File: config.mk
export PLATFORM = sky130hd
export DESIGN_NAME = btn_event_detector
export DESIGN_NICKNAME = d
export VERILOG_FILES = /design/src/rtl/btn_event_pkg.sv /design/src/rtl/btn_event_channel.sv /design/src/rtl/btn_event_detector.sv
export SDC_FILE = /design/constraint.sdc
export NUM_CORES = 1
export LEC_CHECK = 0
export CAP_MARGIN = 10
export CORE_UTILIZATION = 56
export CTS_BUF_LIST = sky130_fd_sc_hd__clkbuf_8
export DETAILED_ROUTE_END_ITERATION = 12
export PLACE_DENSITY = 0.79
export SLEW_MARGIN = 20
export SYNTH_ARGS = -nofsm -noshare
export SYNTH_HDL_FRONTEND = slang
export SYNTH_SLANG_ARGS = --single-unit
File: constraint.sdc
create_clock -name sysclk -period 2.3 [get_ports sysclk]
set_input_delay 0.46 -clock sysclk [delete_from_list [all_inputs] [get_ports sysclk]]
set_output_delay 0.46 -clock sysclk [all_outputs]
set_load 0.01 [all_outputs]
File: src/rtl/btn_event_pkg.sv
// btn_event_pkg: shared state encoding and counter sizing for the button event detector
package btn_event_pkg;

    typedef enum logic [2:0] {
        IDLE  = 3'd0,
        HELD  = 3'd1,
        LONG  = 3'd2,
        GAP   = 3'd3,
        HELD2 = 3'd4
    } state_t;

    function automatic int cnt_width(input int a, input int b);
        int m;
        m = (a > b) ? a : b;
        return ($clog2(m) < 1) ? 1 : $clog2(m);
    endfunction

endpackage

File: src/rtl/btn_event_channel.sv
// btn_event_channel: classifies one debounced button into press/release/click/long/double pulses
module btn_event_channel
    import btn_event_pkg::*;
#(
    parameter int LONG_CLOCKS   = 125000000,
    parameter int DCLICK_CLOCKS = 31250000
) (
    input  logic sysclk,
    input  logic rst,
    input  logic din,
    output logic held,
    output logic press,
    output logic released,
    output logic short_click,
    output logic long_press,
    output logic double_click
);

    localparam int CW = cnt_width(LONG_CLOCKS, DCLICK_CLOCKS);
    localparam logic [CW-1:0] LONG_TC = CW'(LONG_CLOCKS - 1);
    localparam logic [CW-1:0] DC_TC   = CW'(DCLICK_CLOCKS - 1);

    state_t        state;
    logic [CW-1:0] cnt;
    logic          rise;
    logic          fall;

    assign rise = din & ~held;
    assign fall = ~din & held;

    // Edge pulses every cycle; gesture FSM advances and counts only in HELD and GAP
    always_ff @(posedge sysclk or posedge rst) begin
        if (rst) begin
            state        <= IDLE;
            cnt          <= '0;
            held         <= 1'b0;
            press        <= 1'b0;
            released     <= 1'b0;
            short_click  <= 1'b0;
            long_press   <= 1'b0;
            double_click <= 1'b0;
        end else begin
            held         <= din;
            press        <= rise;
            released     <= fall;
            short_click  <= 1'b0;
            long_press   <= 1'b0;
            double_click <= 1'b0;
            cnt          <= '0;
            case (state)
                IDLE:  state <= rise ? HELD : IDLE;
                HELD: begin
                    if (fall) begin
                        state <= GAP;
                    end else if (cnt == LONG_TC) begin
                        long_press <= 1'b1;
                        state      <= LONG;
                    end else begin
                        cnt <= cnt + 1'b1;
                    end
                end
                LONG:  state <= fall ? IDLE : LONG;
                GAP: begin
                    if (rise) begin
                        double_click <= 1'b1;
                        state        <= HELD2;
                    end else if (cnt == DC_TC) begin
                        short_click <= 1'b1;
                        state       <= IDLE;
                    end else begin
                        cnt <= cnt + 1'b1;
                    end
                end
                HELD2: state <= fall ? IDLE : HELD2;
                default: state <= IDLE;
            endcase
        end
    end

endmodule

File: src/rtl/btn_event_detector.sv
// btn_event_detector: WIDTH independent button gesture classifiers
module btn_event_detector
    import btn_event_pkg::*;
#(
    parameter int WIDTH         = 2,
    parameter int LONG_CLOCKS   = 125000000,
    parameter int DCLICK_CLOCKS = 31250000
) (
    input  logic             sysclk,
    input  logic             rst,
    input  logic [WIDTH-1:0] din,
    output logic [WIDTH-1:0] held,
    output logic [WIDTH-1:0] press,
    output logic [WIDTH-1:0] released,
    output logic [WIDTH-1:0] short_click,
    output logic [WIDTH-1:0] long_press,
    output logic [WIDTH-1:0] double_click
);

    for (genvar i = 0; i < WIDTH; i++) begin : g_ch
        btn_event_channel #(
            .LONG_CLOCKS  (LONG_CLOCKS),
            .DCLICK_CLOCKS(DCLICK_CLOCKS)
        ) u_ch (
            .sysclk      (sysclk),
            .rst         (rst),
            .din         (din[i]),
            .held        (held[i]),
            .press       (press[i]),
            .released    (released[i]),
            .short_click (short_click[i]),
            .long_press  (long_press[i]),
            .double_click(double_click[i])
        );
    end

endmodule

Yosys cells after proc, flatten, opt, wreduce, memory -nomap -nowiden. Index checks and enable logic that the tools add are counted.

Flip-flop bits (word level): 72. Latch bits: 0. RAM bits: 0. ROM bits: 0. Input bits: 4. Output and inout port bits: 12. Memories: 0.

Add/sub/neg operators: 2. Multiply operators: 0. Divide/modulo/power cells: 0. $lt $le $gt $ge: 0. Equality and inequality tests: 16. Shift operators: 0. Multiplexer cells: 42. Bitwise operators: 8. Reduce and logical (&&, ||, !) cells: 4.

Operator list (count): $mux W27 (8); $pmux W27 S2 (2); $add A27 B1 Y27 const B (2); $eq A27 B25 Y1 const B (2); $eq A27 B27 Y1 const B (2); $mux W3 (10); $pmux W3 S5 (2); $mux W1 (18); $eq A3 B2 Y1 const B (4); $ne A3 B1 Y1 const B (4); $eq A3 B1 Y1 const B (2); $eq A3 B3 Y1 const B (2); $logic_not A3 Y1 (2); $and A1 B1 Y1 (4); $mux W2 (2); $not A1 Y1 (4); $reduce_and A2 Y1 (2).

Longest topological paths before layout. Gate-level depths: netlist (run 1).

Depth after elaboration: 4. Depth in mapped cells: 8.

Hierarchy. From an unflattened synthesis (run 1), not the netlist that was laid out.

Cell total of the unflattened synthesis: 364. Area total of the unflattened synthesis: 3771.1 um^2.

By module, submodules not included: btn_event_channel (instances 2, cells an instance 182, area each 1885.6 um^2, seq. area each 900.9 um^2).

Least setup slack after synthesis (run 1). OpenSTA, ideal clock, no wires.

Kind: flip-flop to flip-flop. Start point: reg g_ch[0].u_ch.cnt[16]. End point: reg g_ch[0].u_ch.state[0]. Data arrival time: 1.863 ns. Data required time: 2.172 ns. Path slack: 0.309 ns. Cell stages (with the launch flop): 8. Period minus slack after synthesis: 1.991 ns. Path through: dfrtp_1 -> or4_1 -> nor4b_2 -> nand4_1 -> a22oi_2 -> buf_6 -> buf_6 -> o31ai_1.

Cells in the longest elaborated chain, start to end: 3.

RTL lines: start: declaration (line btn_event_channel.sv:24) `logic [CW-1:0] cnt;`; start signal: assignment (line btn_event_channel.sv:59) `cnt <= cnt + 1'b1;`; start signal: assignment (line btn_event_channel.sv:71) `cnt <= cnt + 1'b1;`; $eq A27 B25 Y1 / $eq A27 B27 Y1 (equally long branches) (line btn_event_channel.sv:67, btn_event_channel.sv:55); $ne A3 B1 Y1 (no source line); $reduce_and A2 Y1 (no source line) (*); end signal: assignment (line btn_event_channel.sv:51) `IDLE: state <= rise ? HELD : IDLE;`; end signal: assignment (line btn_event_channel.sv:62) `LONG: state <= fall ? IDLE : LONG;`; end signal: assignment (line btn_event_channel.sv:74) `HELD2: state <= fall ? IDLE : HELD2;`; end: declaration (line btn_event_channel.sv:23) `state_t state;`.

Mark *: on every way between the ends. The rest lies on a longest branch, timed or not. A chain may end at the register's enable or synchronous reset.

Worst setup path in the final report (run 1).
Start point: reg g_ch[1].u_ch.cnt[6]. End point: reg g_ch[1].u_ch.state[1].

Cells in the longest elaborated chain, start to end: 3.

RTL lines (line): start: declaration (btn_event_channel.sv:24); start signal: assignment (btn_event_channel.sv:59); start signal: assignment (btn_event_channel.sv:71); $eq A27 B25 Y1 / $eq A27 B27 Y1 (equally long branches) (btn_event_channel.sv:67, btn_event_channel.sv:55); $ne A3 B1 Y1 (no source line); $reduce_and A2 Y1 (no source line) (*); end signal: assignment (btn_event_channel.sv:51); end signal: assignment (btn_event_channel.sv:62); end signal: assignment (btn_event_channel.sv:74); end: declaration (btn_event_channel.sv:23).

Marks and branches as above.

==> results of run 1 <==
[cell type report]
| type | instances | area, µm² |
|---|---|---|
| fillers | 467 | 2040 |
| clock inverters | 5 | 47.5 |
| clock buffers | 11 | 151 |
| well taps | 75 | 93.8 |
| multi-input cells | 265 | 1600 |
| repair buffers | 25 | 250 |
| inverters | 9 | 33.8 |
| flip-flops and latches | 72 | 1800 |
[cells by family after synthesis]
kind of cell             synth area share
AO/OA/AOI/OAI                      0.0315
AND/OR/NAND/NOR                     0.286
adder cells (fa/ha/maj)           0.00699
XOR/XNOR                            0.122
flip-flops                          0.503
buffers and inverters              0.0500
[power breakdown]
part	total (mW)	switching [mW]	internal, mW	leakage [nW]
clock	1.01	0.465	0.549	0.112
sequential	1.43	0.0956	1.34	0.988
combinational	0.500	0.312	0.189	0.525
[critical path: cells and delay by family (launching register included)]
kind,cells,cell delay (ns)
AO/OA/AOI/OAI,2,0.52
AND/OR/NAND/NOR,2,1.06
flip-flops,1,0.43
[timing repair]
item,in CTS,in global routing
gates resized for setup,0,1
endpoints found under the setup margin,0,26
endpoints found under the hold margin,0,0
[layout by cell type (no fill, tap or decap), drive strengths merged, types with 2 or more instances in the layout]
cell type       n
dfrtp          72
nor2           71
xnor2          27
xor2           23
nand2          22
nand3          21
nand4          17
clkdlybuf4s50  15
nor3           14
nor4           11
clkbuf         11
inv            11
buf            10
and3            6
and4            6
nand2b          5
or4             5
nor2b           4
and2            4
nor4bb          4
nand4b          3
nand3b          2
o21ai           2
a21oi           2
o31ai           2
ha              2
clkinv          2
a22oi           2
[path summary, 6_finish.rpt]
kind	start	end	slack (ns)	cells past startpoint
setup / recovery	g_ch[1].u_ch.cnt[6]$_DFF_PP0_	g_ch[1].u_ch.state[1]$_DFFE_PP0P_	0.16	4
hold / removal	g_ch[1].u_ch.cnt[0]$_DFF_PP0_	g_ch[1].u_ch.cnt[0]$_DFF_PP0_	0.50	1
setup reg to reg	g_ch[1].u_ch.cnt[6]$_DFF_PP0_	g_ch[1].u_ch.state[1]$_DFFE_PP0P_	0.16	4
hold reg to reg	g_ch[1].u_ch.cnt[0]$_DFF_PP0_	g_ch[1].u_ch.cnt[0]$_DFF_PP0_	0.50	1
max in group asynchronous	rst	g_ch[1].u_ch.cnt[26]$_DFF_PP0_	1.51	3
min in group asynchronous	rst	g_ch[0].u_ch.short_click$_DFF_PP0_	0.52	3
[per-layer routing]
metal / track usage / routed length [µm] / share of wire / up-vias
met2: 0.338 / 3150 / 0.46 / 53
met3: 0.0411 / 261 / 0.038 / 11
li1: - / - / - / 1290
met4: 0.118 / 153 / 0.022 / 0
met1: 0.315 / 3290 / 0.48 / 1326
met5: 0 / 0 / 0 / -
[metrics by stage]
step / instance area, µm² / total power [mW] / hold WS [ns] / util
5_1_grt: 3980 / 3.06 / 0.513 / 0.661
3_3_place_gp: 3780 / 1.94 / 0.477 / 0.627
3_5_place_dp: 3780 / 1.96 / 0.488 / 0.627
4_1_cts: 3980 / 2.96 / 0.500 / 0.660
2_1_floorplan: 3580 / 1.83 / 0.445 / -
6_report: 3980 / 2.95 / 0.497 / 0.661
[flip-flops by register name, summed over array words and instances, names as in the netlist]
name / count
g_ch.u_ch.cnt: 54
g_ch.u_ch.long_press: 2
g_ch.u_ch.state: 6
g_ch.u_ch.released: 2
g_ch.u_ch.short_click: 2
g_ch.u_ch.press: 2
g_ch.u_ch.held: 2
g_ch.u_ch.double_click: 2
==> run_results.csv, run 1 <==
group,metric,value,unit
route,number_of_iterations_in_the_first_detailed_routing_pass,4,
worst_setup_path,worstSetupPathType,"reg2reg",
place,port-buffer-count,15,
clocking,clkTransAtPathRegs,0.07,ns
clocking,ctsHoldBuffers,0,
place,preCtsSetupSlack,0.182,ns
synth,postSynth.asyncResetShare,1.00,
synth,syn-instance-count,366,
timing,worst_margin_pin_slew,0.532,ns
route,detail_route.wl_per_cell,14.8,µm
place,post-place-cells,446,
worst_hold_path,timing.hold.worst.class,"reg2reg",
synth,synth.net_count,372,
floorplanning,dieArea,6710,µm²
floorplanning,die_w,81.9,µm
synth,synth-edff-count,0,
timing,report.final.hold_viol_count,0,
worst_setup_path,crit_chain,"or4_1 -> nor4_1 -> o21ai_0 -> o311ai_0",
timing,timing.final.max_slew_violations,0,
floorplanning,io_pins,16,
timing,final_critical_path_setup_slack,0.164,ns
global_routing,first_global_vias,2464,
route,dr.first_iter.drc_count,164,
synth,syn-mean-instance-area,9.78,µm²
synth,synth_ff_type,"sky130_fd_sc_hd__dfrtp_1",
final_layout,num_antenna_cells,0,
synth,synth_top_cells_by_count,"sky130_fd_sc_hd__dfrtp_1, sky130_fd_sc_hd__nor2_1, sky130_fd_sc_hd__xnor2_1, sky130_fd_sc_hd__xor2_1, sky130_fd_sc_hd__nand2_1",
job,max_capacitance_violation_count,0,
route,vias_per_cell,5.80,
synth,postSynthRegisterBits,72,
route,routed_wirelength,6.85,mm
route,route.detailed.drc,0,
clocking,clock_sinks,72,
worst_setup_path,crit_slowest_cell,"sky130_fd_sc_hd__or4_1",
floorplanning,design.core.area,6030,µm²
power,power_leakage,1.62,nW
timing,max_slew_margin,0.642,
synth,synth_sequential_area_ratio,0.503,
clocking,clk_latency,0.35,ns
timing,clock_skew,0.0111,ns
synth,synth.cell_area,3580,µm²
timing,totalNegativeSetupSlack,0,ns
worst_setup_path,max_stage_delay,0.54,ns
floorplanning,rows,28,
synth,netlist.top_cell.by_area,"sky130_fd_sc_hd__dfrtp_1",
power,power.density,740,nW/µm²
timing,fmax,0.468,GHz
clocking,clk_root_buffer_cell,"sky130_fd_sc_hd__clkbuf_8",
final_layout,drive_above_1_share,0.0724,
synth,post-synth-top-area-fraction,0.503,
run_status,status,"complete, no violations",
final_layout,layout.nets,388,
place,dp_hpwl,4.56,mm
clocking,ctsLongestPathBuffers,2,
timing,layout_worst_path_cycle_share,0.929,
global_routing,grt_util_all_layers,0.227,
route,vias,2680,
place,place.gp.congestion,0.855,
global_routing,grt_antenna_before_repair,0,
clocking,h_tree_level_count,3,
power,worst_ir_drop_vdd,0.593,mV
final_layout,fin_cells,462,
synth,most_area_consuming_cells_after_synthesis,"sky130_fd_sc_hd__dfrtp_1, sky130_fd_sc_hd__nor2_1, sky130_fd_sc_hd__xnor2_1",
route,ant_nets,0,
floorplanning,start_util,0.594,
synth,yosys_warnings,0,
synth,yosysMostFrequentCell,"sky130_fd_sc_hd__dfrtp_1",
final_layout,area_overhead_of_the_layout_relative_to_synthesis,11.3,%
worst_setup_path,worstSetupEndpointType,"register",
clocking,post-cts-setup-buffer-count,0,
worst_setup_path,timing.critical_path.required,2.54,ns
synth,yosysUniqueCellTypes,39,
clocking,numCtsBuffers,9,
worst_setup_path,worst-path-max-fanout,5,
timing,period_needed,2.14,ns
global_routing,first_pass_grt_wire_length,11.4,mm
clocking,cts_tree,"yes",
timing,finalSetupViolations,0,
global_routing,global_route_congestion_overflow_total,0,
floorplanning,die_height,81.9,µm
global_routing,largest_net_degree_at_the_start_of_global_routing,73,
worst_setup_path,critPathLaunchType,"register",
timing,rsz_0062_raised_after_global_routing,"false",
worst_setup_path,timing.critical_path.arrival,2.37,ns
Note: power is estimated with default switching activity, not from simulation.
==> run 2, diff against run 1 <==
--- a/config.mk
+++ b/config.mk
@@ -6,10 +6,10 @@
 export NUM_CORES = 1
 export LEC_CHECK = 0
 export CAP_MARGIN = 10
-export CORE_UTILIZATION = 56
+export CORE_UTILIZATION = 40
 export CTS_BUF_LIST = sky130_fd_sc_hd__clkbuf_8
 export DETAILED_ROUTE_END_ITERATION = 12
-export PLACE_DENSITY = 0.79
+export PLACE_DENSITY = 0.6
 export SLEW_MARGIN = 20
 export SYNTH_ARGS = -nofsm -noshare
 export SYNTH_HDL_FRONTEND = slang
==> run_results.csv, run 2 (synthesis results as in run 1) <==
group,metric,value,unit
run_status,status,"complete, no violations",
floorplanning,die_w,96.6,µm
worst_setup_path,worstRegToRegCells,6,
final_layout,leading_registers_by_flop_count,"g_ch.u_ch.cnt: 54 flops, g_ch.u_ch.state: 6 flops",
final_layout,registers.top_by_ff_count,"g_ch.u_ch.cnt",
timing,report.final.hold_viol_count,0,
final_layout,layout.nets,389,
worst_hold_path,timing.hold.worst.class,"in2async",
final_layout,commonest_non_fill_non_tap_cell_in_the_layout,"sky130_fd_sc_hd__dfrtp_1",
worst_setup_path,worstSetupEndpointType,"register",
timing,layout_worst_path_cycle_share,0.921,
power,worst_ir_drop_vdd,0.342,mV
worst_setup_path,max_stage_delay,0.50,ns
timing,clock_skew,0.0113,ns
final_layout,drive_above_1_share,0.0773,
clocking,ctsLongestPathBuffers,2,
worst_setup_path,crit_slowest_cell,"sky130_fd_sc_hd__or4_1",
job,max_capacitance_violation_count,0,
timing,period_needed,2.12,ns
final_layout,most-common-layout-cells,"sky130_fd_sc_hd__dfrtp_1, sky130_fd_sc_hd__nor2_1, sky130_fd_sc_hd__xnor2_1",
clocking,ctsResizeCount,0,
global_routing,first_pass_grt_wire_length,11.2,mm
final_layout,fillCellCount,828,
timing,worst_margin_pin_slew,0.385,ns
clocking,clkTransAtPathRegs,0.09,ns
route,number_of_iterations_in_the_first_detailed_routing_pass,4,
worst_setup_path,critPathLaunchType,"register",
timing,totalNegativeSetupSlack,0,ns
place,dp_hpwl,4.51,mm
place,port-buffer-count,15,
floorplanning,start_util,0.412,
route,detail_route.wl_per_cell,13.4,µm
timing,finalHoldWorstSlack,0.477,ns
worst_setup_path,timing.critical_path.required,2.53,ns
route,routed_wirelength,6.63,mm
power,power.density,742,nW/µm²
clocking,post-cts-setup-buffer-count,0,
power,power_leakage,1.63,nW
floorplanning,dieArea,9330,µm²
global_routing,grt_antenna_before_repair,0,
worst_setup_path,worstSetupPathType,"reg2reg",
place,place.gp.congestion,0.860,
worst_setup_path,worst-path-max-fanout,27,
global_routing,first_global_vias,2404,
route,vias_per_cell,5.35,
floorplanning,die_height,96.6,µm
clocking,numCtsBuffers,9,
worst_setup_path,timing.critical_path.arrival,2.35,ns
timing,timing.final.max_slew_violations,0,
clocking,h_tree_level_count,3,
timing,finalSetupViolations,0,
route,route.detailed.drc,0,
route,dr.first_iter.drc_count,146,
clocking,ctsHoldBuffers,0,
route,ant_nets,0,
floorplanning,design.core.area,8680,µm²
clocking,clk_root_buffer_cell,"sky130_fd_sc_hd__clkbuf_8",
global_routing,global_route_congestion_overflow_total,0,
global_routing,largest_net_degree_at_the_start_of_global_routing,73,
timing,rsz_0062_raised_after_global_routing,"false",
clocking,clock_sinks,72,
final_layout,num_antenna_cells,0,
final_layout,area_overhead_of_the_layout_relative_to_synthesis,13.2,%
route,vias,2654,
timing,fmax,0.472,GHz
clocking,clk_latency,0.35,ns
global_routing,grt_util_all_layers,0.155,
timing,max_slew_margin,0.740,
clocking,cts_tree,"yes",
floorplanning,io_pins,16,
floorplanning,rows,34,
worst_setup_path,crit_chain,"or4_1 -> nor4b_2 -> nand4_1 -> a22oi_2 -> buf_12 -> nor2_1",
final_layout,largest_register_ffs,54,
==> run 2: cell types whose count changed in the layout (fill, tap and decap cells not counted), sizes merged <==
cell / before / now
inv: 11 / 13
clkinv: 2 / 0
clkinvlp: 0 / 2
buf: 10 / 11
clkbuf: 11 / 9
==> run 2: layer usage <==
metal | wire (µm) | GRT usage | up-vias
met4 | 95 | 0.0515 | 0
met5 | 0 | 0 | -
met2 | 2910 | 0.236 | 49
met3 | 302 | 0.0423 | 10
li1 | - | - | 1298
met1 | 3310 | 0.213 | 1297
==> run 2: worst max-delay path, delay by kind of cell, from the launching register on <==
family / cells / cell delay [ns]
buffers and inverters: 1 / 0.22
AO/OA/AOI/OAI: 1 / 0.34
flip-flops: 1 / 0.46
AND/OR/NAND/NOR: 4 / 0.98
==> run 2: power breakdown <==
group / switching [mW] / internal [mW]
Clock: 0.543 / 0.527
Combinational: 0.304 / 0.202
Sequential: 0.0911 / 1.34
Total: 0.938 / 2.07
==> run 2: worst paths after layout <==
path / start / to / slack [ns]
worst min-delay path: rst / g_ch[1].u_ch.cnt[11]$_DFF_PP0_ / 0.48
worst max-delay path: g_ch[0].u_ch.cnt[17]$_DFF_PP0_ / g_ch[0].u_ch.cnt[19]$_DFF_PP0_ / 0.18
worst min register to register: g_ch[1].u_ch.cnt[0]$_DFF_PP0_ / g_ch[1].u_ch.cnt[0]$_DFF_PP0_ / 0.49
max in group asynchronous: rst / g_ch[1].u_ch.cnt[22]$_DFF_PP0_ / 1.47
min in group sysclk: g_ch[1].u_ch.cnt[0]$_DFF_PP0_ / g_ch[1].u_ch.cnt[0]$_DFF_PP0_ / 0.49
worst max register to register: g_ch[0].u_ch.cnt[17]$_DFF_PP0_ / g_ch[0].u_ch.cnt[19]$_DFF_PP0_ / 0.18
==> run 2: layout make-up <==
type                       instances  area [µm²]  share of cell area
tap                              108         135              0.0334
inverter                           9        33.8             0.00834
multi-input combinational        265        1600               0.395
clock buffer                       9         124              0.0306
sequential                        72        1800               0.445
clock inverter                     7        87.6              0.0216
timing repair buffer              26         270              0.0667
==> run 2: stage by stage <==
step,power [mW],area [µm²],worst slack (ns),util,cells
after floorplan,1.83,3580,0.0151,-,366
after global placement,1.96,3840,0.191,0.442,480
after detailed placement,1.96,3840,0.181,0.442,480
after CTS,3.04,4050,0.163,0.467,496
after global routing,3.17,4050,0.0148,0.467,496
final,3.00,4050,0.182,0.467,496
==> run 3, diff against run 2 <==
--- a/config.mk
+++ b/config.mk
@@ -5,7 +5,8 @@
 export SDC_FILE = /design/constraint.sdc
 export NUM_CORES = 1
 export LEC_CHECK = 0
-export CAP_MARGIN = 10
+export CAP_MARGIN = 20
+export CORE_MARGIN = 3
 export CORE_UTILIZATION = 40
 export CTS_BUF_LIST = sky130_fd_sc_hd__clkbuf_8
 export DETAILED_ROUTE_END_ITERATION = 12
==> run_results.csv, run 3 (synthesis results as in run 1) <==
group,metric,value,unit
timing,fmax,0.472,GHz
route,route.detailed.drc,0,
worst_setup_path,setup.reg_to_reg.worst_slack,0.18,ns
worst_hold_path,timing.hold.worst.class,"reg2reg",
power,power.density,752,nW/µm²
final_layout,registers.top_by_ff_count,"g_ch.u_ch.cnt",
worst_setup_path,endpoint,"g_ch[0].u_ch.cnt[3]$_DFF_PP0_",
place,port-buffer-count,15,
global_routing,first_global_vias,2469,
timing,timing.final.max_slew_violations,0,
power,cell_internal_pwr,2.20,mW
place,detailed_place.area,3820,µm²
worst_setup_path,crit_slowest_cell,"sky130_fd_sc_hd__or4_1",
power,power_frac_clock,0.367,
power,p_switching,0.856,mW
global_routing,global_route_congestion_overflow_total,0,
route,topRoutingLayerUsed,"met4",
power,worst_ir_drop_vdd,0.261,mV
clocking,ctsLongestPathBuffers,2,
floorplanning,design.core.area,8460,µm²
clocking,numCtsBuffers,9,
final_layout,commonest_non_fill_non_tap_cell_in_the_layout,"sky130_fd_sc_hd__dfrtp_1",
timing,max_slew_margin,0.754,
power,comb_power_share,0.166,
global_routing,grt_antenna_before_repair,0,
final_layout,num_antenna_cells,0,
floorplanning,die_height,101,µm
place,preCtsSetupSlack,0.129,ns
worst_setup_path,max_stage_delay,0.50,ns
timing,worst_margin_pin_slew,0.370,ns
final_layout,utilization,0.481,
clocking,clkTransAtPathRegs,0.08,ns
power,switching_part_of_the_total,0.280,
floorplanning,start_util,0.423,
worst_setup_path,worstRegToRegCells,6,
worst_setup_path,rr_endpoint,"g_ch[0].u_ch.cnt[3]$_DFF_PP0_",
final_layout,area_overhead_of_the_layout_relative_to_synthesis,13.7,%
route,routed_wirelength,6.55,mm
worst_setup_path,worst_r2r_startpoint,"g_ch[0].u_ch.cnt[17]$_DFF_PP0_",
global_routing,first_pass_grt_wire_length,11.5,mm
worst_setup_path,worstSetupPathType,"reg2reg",
timing,rsz_0062_raised_after_global_routing,"false",
final_layout,largest_register_ffs,54,
route,route.layer.met1.wl,3.38,mm
worst_setup_path,timing.critical_path.required,2.52,ns
clocking,post-cts-setup-buffer-count,0,
worst_setup_path,critical_path_cell_count,6,
place,place.gp.congestion,0.798,
timing,period_needed,2.12,ns
timing,totalNegativeSetupSlack,0,ns
clocking,clk_root_buffer_cell,"sky130_fd_sc_hd__clkbuf_8",
floorplanning,io_pins,16,
job,max_capacitance_violation_count,0,
clocking,clk_latency,0.34,ns
timing,layout_worst_path_cycle_share,0.921,
final_layout,leading_registers_by_flop_count,"g_ch.u_ch.cnt: 54 flops, g_ch.u_ch.state: 6 flops",
final_layout,drive_above_1_share,0.0825,
run_status,status,"complete, no violations",
worst_setup_path,worstSetupStartpoint,"g_ch[0].u_ch.cnt[17]$_DFF_PP0_",
worst_setup_path,worst-path-max-fanout,21,
worst_setup_path,critPathLaunchType,"register",
route,dr.first_iter.drc_count,92,
power,post-layout-total-power,3.06,mW
route,routed_wire_length_on_met3,167,µm
worst_setup_path,top_delay_family_on_crit_path,"simple AND/OR/NAND/NOR gates",
floorplanning,die_w,101,µm
route,detail_route.wl_per_cell,13.3,µm
route,number_of_iterations_in_the_first_detailed_routing_pass,4,
worst_setup_path,worstSetupEndpointType,"register",
floorplanning,dieArea,10100,µm²
clocking,clock_sinks,72,
floorplanning,rows,33,
power,power_leakage,1.64,nW
place,dp_hpwl,4.50,mm
final_layout,post-route-cell-area,4070,µm²
worst_setup_path,timing.critical_path.arrival,2.33,ns
worst_setup_path,crit_chain,"or4_1 -> nor4b_2 -> nand4_1 -> a22oi_2 -> buf_6 -> nor2_1",
timing,finalSetupViolations,0,
worst_setup_path,combined_buffer_and_inverter_count_along_the_critical_path,1,
route,wl_met2,2.89,mm
final_layout,most-common-layout-cells,"sky130_fd_sc_hd__dfrtp_1, sky130_fd_sc_hd__nor2_1, sky130_fd_sc_hd__xnor2_1",
global_routing,largest_net_degree_at_the_start_of_global_routing,73,
worst_hold_path,worstHoldPathCells,1,
final_layout,layout.nets,389,
timing,clock_skew,0.0114,ns
clocking,cts_tree,"yes",
clocking,h_tree_level_count,3,
timing,report.final.hold_viol_count,0,
timing,final_critical_path_setup_slack,0.181,ns
power,pwr-share-seq,0.466,
route,vias_per_cell,5.19,
global_routing,grt_util_all_layers,0.140,
route,vias,2557,
route,ant_nets,0,
[run 3: layer usage]
metal  vias to the layer above  global-route usage
met2                        33               0.206
met1                      1220               0.203
met4                         0              0.0632
met5                         -                   0
met3                         9              0.0215
li1                       1295                   -
[run 3: how the worst min path moves through the flow]
stage,startpoint,endpoint
6_report,g_ch[0].u_ch.cnt[0]$_DFF_PP0_,g_ch[0].u_ch.cnt[0]$_DFF_PP0_
5_1_grt,g_ch[0].u_ch.cnt[0]$_DFF_PP0_,g_ch[0].u_ch.cnt[0]$_DFF_PP0_
4_1_cts,g_ch[0].u_ch.cnt[0]$_DFF_PP0_,g_ch[0].u_ch.cnt[0]$_DFF_PP0_
3_5_place_dp,g_ch[0].u_ch.cnt[0]$_DFF_PP0_,g_ch[0].u_ch.cnt[0]$_DFF_PP0_
3_3_place_gp,g_ch[1].u_ch.cnt[0]$_DFF_PP0_,g_ch[1].u_ch.cnt[0]$_DFF_PP0_
2_1_floorplan,g_ch[1].u_ch.cnt[0]$_DFF_PP0_,g_ch[1].u_ch.cnt[0]$_DFF_PP0_
[run 3: through the flow]
stage               hold WS, ns  instances
floorplan                 0.445        366
global placement          0.471        477
detailed placement        0.479        477
CTS                       0.489        493
global route              0.531        493
finish                    0.483        493
[run 3: worst reg2reg max path, stage by stage, from the launching register on]
cell,delay (ns)
sky130_fd_sc_hd__dfrtp_1,0.45
sky130_fd_sc_hd__or4_1,0.50
sky130_fd_sc_hd__nor4b_2,0.22
sky130_fd_sc_hd__nand4_1,0.20
sky130_fd_sc_hd__a22oi_2,0.31
sky130_fd_sc_hd__buf_6,0.23
sky130_fd_sc_hd__nor2_1,0.08
[run 3: layout make-up]
type                            instances  area, µm²
Clock buffer                           11        151
Timing Repair Buffer                   26        262
Inverter                                9       33.8
Tap cell                              105        131
Sequential cell                        72       1800
Clock inverter                          5       78.8
Multi-Input combinational cell        265       1610
Fill cell                             770       4400
[run 3: repair_timing]
| item | in CTS | in global routing |
|---|---|---|
| endpoints found under the setup margin | 0 | 22 |
| hold buffers | 0 | 0 |
| gates resized for setup | 0 | 3 |
[run 3: power by group through the flow]
stage                     sequential (mW)  clock [mW]  combinational, mW
after floorplan                      1.43           0              0.402
after global placement               1.45           0              0.495
after CTS                            1.42        1.16              0.514
final                                1.43        1.12              0.509
after global routing                 1.44        1.21              0.580
after detailed placement             1.45           0              0.511
